### src/rtl/spiking_lif_neuron.sv
// Leaky integrate-and-fire neuron: weighted spike integration, saturating potential, threshold fire, refractory hold.
// One-cycle latency from an en step to out/potential; no backpressure. Optional spike counter under SPIKE_COUNTER_EN.
module spiking_lif_neuron #(
    parameter int N_INPUTS       = 2,
    parameter int INT_WIDTH      = 4,
    parameter int POT_WIDTH      = 8,
    parameter int LEAK_SHIFT     = 0,
    parameter int REFRACT_CYCLES = 2,
    localparam int AW            = (N_INPUTS > 1) ? $clog2(N_INPUTS) : 1
) (
    input  logic                        clk,
    input  logic                        rst,
    input  logic                        en,
    input  logic [N_INPUTS-1:0]         in,
    input  logic                        w_we,
    input  logic [AW-1:0]               w_addr,
    input  logic signed [INT_WIDTH-1:0] w_data,
    input  logic signed [POT_WIDTH-1:0] threshold,
    output logic                        out,
    output logic signed [POT_WIDTH-1:0] potential,
    output logic                        refractory
`ifdef SPIKE_COUNTER_EN
    ,
    output logic [15:0]                 spike_count
`endif
);

    localparam int SW = POT_WIDTH + $clog2(N_INPUTS) + 1;
    localparam int CW = (REFRACT_CYCLES > 0) ? $clog2(REFRACT_CYCLES + 1) : 1;

    // Saturation bounds of the potential, expressed at the wide sum width.
    localparam logic signed [SW-1:0] C_MAX = {{(SW-POT_WIDTH+1){1'b0}}, {(POT_WIDTH-1){1'b1}}};
    localparam logic signed [SW-1:0] C_MIN = {{(SW-POT_WIDTH+1){1'b1}}, {(POT_WIDTH-1){1'b0}}};

    typedef enum logic {
        ST_INTEGRATE  = 1'b0,
        ST_REFRACTORY = 1'b1
    } state_t;

    state_t                        r_state;
    logic [CW-1:0]                 r_cnt;
    logic                          r_out;
    logic                          r_refractory;
    logic signed [POT_WIDTH-1:0]   r_pot;
    logic signed [INT_WIDTH-1:0]   r_weight [N_INPUTS];

    logic                          w_addr_ok;
    logic signed [POT_WIDTH-1:0]   w_leaked;
    logic signed [SW-1:0]          w_sum;
    logic signed [POT_WIDTH-1:0]   w_sat;
    logic                          w_fire;

    assign w_addr_ok = ({1'b0, w_addr} < (AW+1)'(N_INPUTS));

    always_comb begin
        w_leaked = r_pot;
        if (LEAK_SHIFT > 0) begin
            w_leaked = r_pot - (r_pot >>> LEAK_SHIFT);
        end

        w_sum = {{(SW-POT_WIDTH){w_leaked[POT_WIDTH-1]}}, w_leaked};
        for (int i = 0; i < N_INPUTS; i++) begin
            if (in[i]) begin
                w_sum = w_sum + $signed({{(SW-INT_WIDTH){r_weight[i][INT_WIDTH-1]}}, r_weight[i]});
            end
        end

        if (w_sum > C_MAX) begin
            w_sat = {1'b0, {(POT_WIDTH-1){1'b1}}};
        end else if (w_sum < C_MIN) begin
            w_sat = {1'b1, {(POT_WIDTH-1){1'b0}}};
        end else begin
            w_sat = w_sum[POT_WIDTH-1:0];
        end

        w_fire = (w_sat >= threshold);
    end

    // Weight writes land at the edge, so an en step in the same cycle sees the old weight.
    always_ff @(posedge clk or posedge rst) begin
        if (rst) begin
            for (int i = 0; i < N_INPUTS; i++) begin
                r_weight[i] <= '0;
            end
        end else if (w_we && w_addr_ok) begin
            r_weight[w_addr] <= w_data;
        end
    end

    always_ff @(posedge clk or posedge rst) begin
        if (rst) begin
            r_state      <= ST_INTEGRATE;
            r_cnt        <= '0;
            r_out        <= 1'b0;
            r_refractory <= 1'b0;
            r_pot        <= '0;
        end else begin
            r_out <= 1'b0;
            if (en) begin
                case (r_state)
                    ST_INTEGRATE: begin
                        if (w_fire) begin
                            r_out <= 1'b1;
                            r_pot <= '0;
                            if (REFRACT_CYCLES > 0) begin
                                r_cnt        <= CW'(REFRACT_CYCLES);
                                r_state      <= ST_REFRACTORY;
                                r_refractory <= 1'b1;
                            end
                        end else begin
                            r_pot <= w_sat;
                        end
                    end
                    ST_REFRACTORY: begin
                        r_pot <= '0;
                        r_cnt <= r_cnt - CW'(1);
                        if (r_cnt == CW'(1)) begin
                            r_state      <= ST_INTEGRATE;
                            r_refractory <= 1'b0;
                        end
                    end
                    default: begin
                        r_state      <= ST_INTEGRATE;
                        r_refractory <= 1'b0;
                    end
                endcase
            end
        end
    end

    assign out        = r_out;
    assign potential  = r_pot;
    assign refractory = r_refractory;

`ifdef SPIKE_COUNTER_EN
    logic [15:0] r_spike_cnt;
    logic        w_cnt_clr;
    logic        w_cnt_inc;

    // The address just past the last weight doubles as the counter clear strobe.
    assign w_cnt_clr = w_we && ({1'b0, w_addr} == (AW+1)'(N_INPUTS));
    assign w_cnt_inc = en && (r_state == ST_INTEGRATE) && w_fire && (r_spike_cnt != 16'hFFFF);

    always_ff @(posedge clk or posedge rst) begin
        if (rst) begin
            r_spike_cnt <= '0;
        end else if (w_cnt_clr) begin
            r_spike_cnt <= '0;
        end else if (w_cnt_inc) begin
            r_spike_cnt <= r_spike_cnt + 16'd1;
        end
    end

    assign spike_count = r_spike_cnt;
`endif

endmodule

### config.mk
export PLATFORM = sky130hd
export DESIGN_NAME = spiking_lif_neuron
export DESIGN_NICKNAME = d
export VERILOG_FILES = /design/src/rtl/spiking_lif_neuron.sv
export SDC_FILE = /design/constraint.sdc
export NUM_CORES = 1
export LEC_CHECK = 0
export ABC_AREA = 1
export CAP_MARGIN = 20
export CORE_MARGIN = 1
export CORE_UTILIZATION = 40
export DETAILED_ROUTE_END_ITERATION = 10
export GPL_TIMING_DRIVEN = 0
export PLACE_DENSITY = 0.69
export SLEW_MARGIN = 10
export SYNTH_ARGS = -nofsm -noshare
export SYNTH_HDL_FRONTEND = slang
export SYNTH_SLANG_ARGS = --single-unit
### constraint.sdc
create_clock -name clk -period 11.4 [get_ports clk]
set_input_delay 1.14 -clock clk [delete_from_list [all_inputs] [get_ports clk]]
set_output_delay 1.14 -clock clk [all_outputs]
set_load 0.1 [all_outputs]
==> results of run 1 <==
through the flow:
step / util [%] / power, W / setup slack (ns) / hold slack [ns] / area (µm²)
2_1_floorplan: - / 0.0003049 / 6.778 / 0.4555 / 2207
3_3_place_gp: 49.28 / 0.0003529 / 6.192 / 0.4770 / 2565
3_5_place_dp: 49.28 / 0.0003599 / 6.136 / 0.4786 / 2565
4_1_cts: 50.22 / 0.0004130 / 6.396 / 0.5002 / 2614
5_1_grt: 50.22 / 0.0004547 / 5.941 / 0.5534 / 2614
6_report: 50.22 / 0.0004108 / 6.378 / 0.4987 / 2614
report_power, final:
part           internal [W]   total, W  switching [W]
clock network     0.0000247  0.0000522      0.0000275
registers         0.0000893   0.000104      0.0000144
logic             0.0000900   0.000255       0.000165
total              0.000204   0.000411       0.000207
kinds of logic (layout without fill, tap and decap cells):
| family | Yosys count | after routing | synth area share (%) |
|---|---|---|---|
| and+or+nand+nor | 173 | 173 | 35.37 |
| buffers and inverters | 61 | 92 | 10.88 |
| AOI/OAI and AO/OA | 43 | 43 | 11.22 |
| adders and majority gates | 29 | 29 | 17.12 |
| DFF | 21 | 21 | 23.81 |
| xor gates and xnor gates | 4 | 4 | 1.587 |
synthesized netlist by cell type, types with 2 or more instances:
cell type / count / area [µm²]
a21oi_1: 13 / 65.06
and2_1: 5 / 31.28
buf_2: 3 / 15.01
dfrtp_1: 21 / 525.5
fa_1: 2 / 40.04
ha_1: 27 / 337.8
inv_1: 55 / 206.5
nand2_1: 114 / 427.9
nand2_2: 8 / 50.05
nand3_1: 23 / 115.1
nand3_2: 5 / 50.05
nand4_1: 2 / 12.51
nor2_1: 9 / 33.78
nor3_1: 2 / 10.01
o21ai_0: 18 / 90.09
o21ai_1: 5 / 25.02
o21bai_1: 2 / 15.01
xor2_1: 4 / 35.03
critical path, cell delays in order:
cell and delay [ns]:
clkdlybuf4s50_1 0.55, buf_2 0.24, nand2_1 0.07, o21ai_1 0.15
inv_1 0.10, fa_1 0.43, inv_1 0.09, nand3_1 0.06
nand2_1 0.14, nand3_1 0.13, nand2_1 0.09, nand2_1 0.05
nand3_1 0.08, nand3_1 0.12, nand2_4 0.17, nand2_2 0.07
and2_1 0.14, ha_1 0.29, nand2_1 0.05, o21ai_1 0.14
nand2_1 0.07, nand3_1 0.07, nand2_1 0.06, a21boi_2 0.29
nand2_1 0.21, nand3_1 0.11, o21ai_1 0.07
path summary, 6_finish.rpt:
check	start	end	slack, ns
worst max-delay path	in[0]	r_cnt[0]	6.38
worst min-delay path	r_cnt[0]	r_cnt[0]	0.50
worst max register to register	potential[0]	r_cnt[0]	6.76
worst min register to register	r_cnt[0]	r_cnt[0]	0.50
max in group asynchronous	rst	r_weight[0]	9.57
min in group asynchronous	rst	potential[1]	1.33
flip-flops by register name, summed over array words and instances, names as in the netlist:
| name | flops |
|---|---|
| out | 1 |
| potential | 8 |
| r_cnt | 2 |
| r_state | 1 |
| r_weight | 8 |
| refractory | 1 |
routing by layer:
metal  vias up  GRT usage [%]  share of wire, %
met3         4          2.994               2.6
met2        34          30.72                46
met5         -              0                 0
met4         0          4.615               1.3
met1       910          24.81                50
li1       1110              -                 -
layout make-up:
| cell class | instances | area, µm² |
|---|---|---|
| fillers | 559 | 2591 |
| inverters | 57 | 214.0 |
| clock buffers | 3 | 41.29 |
| clock inverters | 1 | 7.507 |
| flip-flops and latches | 21 | 525.5 |
| multi-input cells | 249 | 1441 |
| well taps | 70 | 87.58 |
| repair buffers | 27 | 270.3 |
| plain buffers | 4 | 26.28 |
==> results.tsv, run 1 <==
metric	value	unit
rows	26	
final-hold-violation-count	0	
drt_iter0_markers	116	
yosysWarnings	0	
place.gp.congestion	0.8935	
pin_count	29	
dp_cells	428	
final_cell_mix	114 x nand2_1, 55 x inv_1, 27 x ha_1, 27 x clkdlybuf4s50_1, 23 x nand3_1	
dieArea	5819	µm²
postCtsResizedCells	0	
ant_nets	0	
hp-class	reg2reg	
power.density	157.2	nW/µm²
die_h	76.28	µm
setup_viol	0	
numCtsBuffers	3	
final_common_cell	nand2_1	
start_util	42.40	%
reg2reg_depth	33	
min_period	5.022	ns
clk_latency	0.27	ns
tightestPinTransition	0.9747	ns
grtUsageTotal	18.45	%
dr.pass1.iters	4	
diodes	0	
cp_data_arrival_time	5.18	ns
syn_nets	379	
max_cap_violations	0	
portBuffers	27	
htreeDepth	1	
cts.clk_slew.worst_paths	0.08	ns
cp-start-kind	input pin	
fin_skew	0.003610	ns
ys_types	31	
slew_viol_final	0	
synth_seq_area_share	23.81	%
instances_no_fill	432	
antenna_found_initial	0	
routedWlPerCell	11.11	µm
synth_area	2207	µm²
cts_tree	done	
cts-root-buf	clkbuf_8	
area_growth	18.42	%
route.detailed.drc	0	
synthCells	331	
period_share	44.05	%
hold_depth	1	
outcome	finished, final reports clean	
cts_max_path_buffers	2	
hold_buffers	0	
clock_sinks	21	
nNetsFinal	411	
synthArstFlopShare	100.0	%
ys_ff_latch	21	
die_w	76.28	µm
crit_required	11.56	ns
crit_type	in2reg	
max-vdd-ir-drop	0.0001215	V
grt_remaining_overflow	0	
end_kind	flip-flop	
vias	2058	
grt_setup_unrepaired	no	
post_cts_buffers	0	
core	5205	µm²
cp_max_fo	10	
post_synth.cell_area_avg	6.668	µm²
synth-edff-count	0	
grt_pass1_vias	2010	
ys.flop_type	dfrtp_1	
fmaxAchievable	0.1991	GHz
maxSlewHeadroom	34.82	%
grt_pass1_wl	8797	µm
vias_per_cell	4.764	
final_layout_size_suffix_gt1_share	7.735	%
wl	4799	µm
static-leakage-power	1.493	nW
tns	0	ns
grt_max_degree	22	
dp_hpwl	3896	µm
(Power assumes the default switching activity.)
==> inputs of run 2 (changes only) <==
Clock period 11.4 ns to 4.7 ns, I/O delays scaled along.
==> run 2 against run 1 <==
Net effect:
- register-to-register slack got worse by 6.4 ns
- count of clock-buffer cells in the layout did not move
- clock power rose by 140%
- power rose to 2.6 times the previous value
- critical path type is now reg2reg
- largest cell class unchanged
- highest routed layer unchanged
==> results.tsv, run 2 (synthesis results as in run 1) <==
metric	value	unit
cts-root-buf	clkbuf_8	
hold_depth	1	
reg2reg_depth	28	
portBuffers	27	
min_to	r_cnt[0]	
fmaxAchievable	0.2290	GHz
cts.clk_slew.worst_paths	0.09	ns
final_common_cell	nand2_1	
period_share	92.91	%
fin_skew	0.002557	ns
cp_slowest_cell	fa_2	
hp-class	reg2reg	
hold-worst-slack	0.4955	ns
r2r_slack	0.33	ns
dieArea	5819	µm²
routedWlPerCell	11.29	µm
max-vdd-ir-drop	0.0002923	V
cp_max_fo	8	
area_growth	23.41	%
numCtsBuffers	3	
clk_latency	0.27	ns
final_layout_size_suffix_gt1_share	10.71	%
min_period	4.367	ns
dp_cells	428	
max_cap_violations	0	
cts_tree	done	
dr.pass1.iters	4	
setup_viol	0	
drt_iter0_markers	152	
cp_data_arrival_time	4.53	ns
tightestPinTransition	0.9768	ns
place.gp.congestion	0.8935	
grt_pass1_wl	8797	µm
cp-start-kind	flip-flop	
grt_pass1_vias	2010	
end_kind	flip-flop	
power	0.001050	W
start_util	42.40	%
power.density	385.4	nW/µm²
pin_count	29	
worstReg2RegEnd	potential[6]	
diodes	0	
crit_type	reg2reg	
clock_sinks	21	
placed_area	2565	µm²
final-hold-violation-count	0	
static-leakage-power	1.512	nW
die_w	76.28	µm
outcome	finished, final reports clean	
tns	0	ns
rows	26	
hold_start	r_cnt[0]	
wl	4899	µm
maxSlewHeadroom	34.67	%
cts_max_path_buffers	2	
grtUsageTotal	18.45	%
crit_required	4.87	ns
htreeDepth	1	
final_cell_mix	111 x nand2_1, 55 x inv_1, 27 x clkdlybuf4s50_1, 23 x nand3_1, 23 x ha_1	
antenna_found_initial	0	
dp_hpwl	3896	µm
critPathMaxStageDelay	0.51	ns
grt_remaining_overflow	0	
ant_nets	0	
instances_no_fill	434	
hold_buffers	0	
crit_path_frequent_cell	nand2_1	
r2r-start	potential[0]	
slew_viol_final	0	
vias_per_cell	4.820	
core	5205	µm²
final_cell_area	2724	µm²
die_h	76.28	µm
vias	2092	
grt_max_degree	22	
nNetsFinal	413	
route.detailed.drc	0	
[run 2: cell types whose count changed in the layout (fill, tap and decap cells not counted), sizes merged]
cell  before  now
buf        4    6
[run 2: critical path, delay by kind of cell (launching register included)]
family,cells,cell delay [ns]
flops,1,0.41
buf+inv,3,0.32
simple gates,18,1.60
fa+ha+maj,4,1.43
compound gates,3,0.51
[run 2: worst max path at each step]
| stage | startpoint | end | slack [ns] |
|---|---|---|---|
| floorplan | potential[0] | r_cnt[0] | 0.08 |
| global placement | in[0] | r_cnt[0] | 0.16 |
| detailed placement | potential[0] | r_cnt[0] | 0.10 |
| CTS | potential[0] | r_cnt[1] | 0.07 |
| global route | potential[0] | potential[6] | -0.02 |
| finish | potential[0] | potential[6] | 0.33 |
[run 2: power by group]
| group | switching (W) | internal (W) | total [W] | leakage (nW) |
|---|---|---|---|---|
| sequential | 0.0000366 | 0.000216 | 0.000253 | 0.270 |
| combinational | 0.000419 | 0.000250 | 0.000669 | 1.22 |
| clock | 0.0000673 | 0.0000600 | 0.000127 | 0.0217 |
| total | 0.000523 | 0.000527 | 0.00105 | 1.51 |
[run 2: timing repair]
item                                    CTS  global route
gates resized for setup                   0            14
buffers inserted                          0             2
endpoints found under the setup margin    0            13
[run 2: through the flow]
step           util [%]  setup WS [ns]
4_1_cts           50.22        0.06893
3_3_place_gp      49.28         0.1616
3_5_place_dp      49.28         0.1009
5_1_grt           52.33       -0.02010
6_report          52.33         0.3331
2_1_floorplan         -        0.07766
[run 2: layout make-up]
| cell class | instances | area (µm²) |
|---|---|---|
| Buffer | 4 | 26.28 |
| Clock buffer | 3 | 41.29 |
| Clock inverter | 1 | 7.507 |
| Fill cell | 544 | 2481 |
| Inverter | 57 | 216.5 |
| Multi-Input combinational cell | 249 | 1521 |
| Sequential cell | 21 | 525.5 |
| Tap cell | 70 | 87.58 |
| Timing Repair Buffer | 29 | 297.8 |
[run 2: metal layers]
layer  vias to the layer above  wire [µm]  GRT usage (%)
met5                         -          0              0
met4                         0         72          4.615
met3                         6        117          2.994
met2                        29       2260          30.72
met1                       941       2447          24.81
li1                       1116          -              -
==> inputs of run 3 (changes only) <==
--- a/config.mk
+++ b/config.mk
@@ -11,2 +11,3 @@
 export CORE_UTILIZATION = 40
+export CTS_CLUSTER_DIAMETER = 50
 export DETAILED_ROUTE_END_ITERATION = 10
--- a/constraint.sdc
+++ b/constraint.sdc
@@ -3,2 +3,2 @@
 set_output_delay 0.47 -clock clk [all_outputs]
-set_load 0.1 [all_outputs]
+set_load 0.02 [all_outputs]
==> results of run 3 <==
Same layout as run 2 (identical final DEF). Status: finished, final reports clean.
Among the figures that moved: total power 0.001050 W -> 0.0009596 W; worst IR drop on VDD 0.0002923 V -> 0.0002231 V
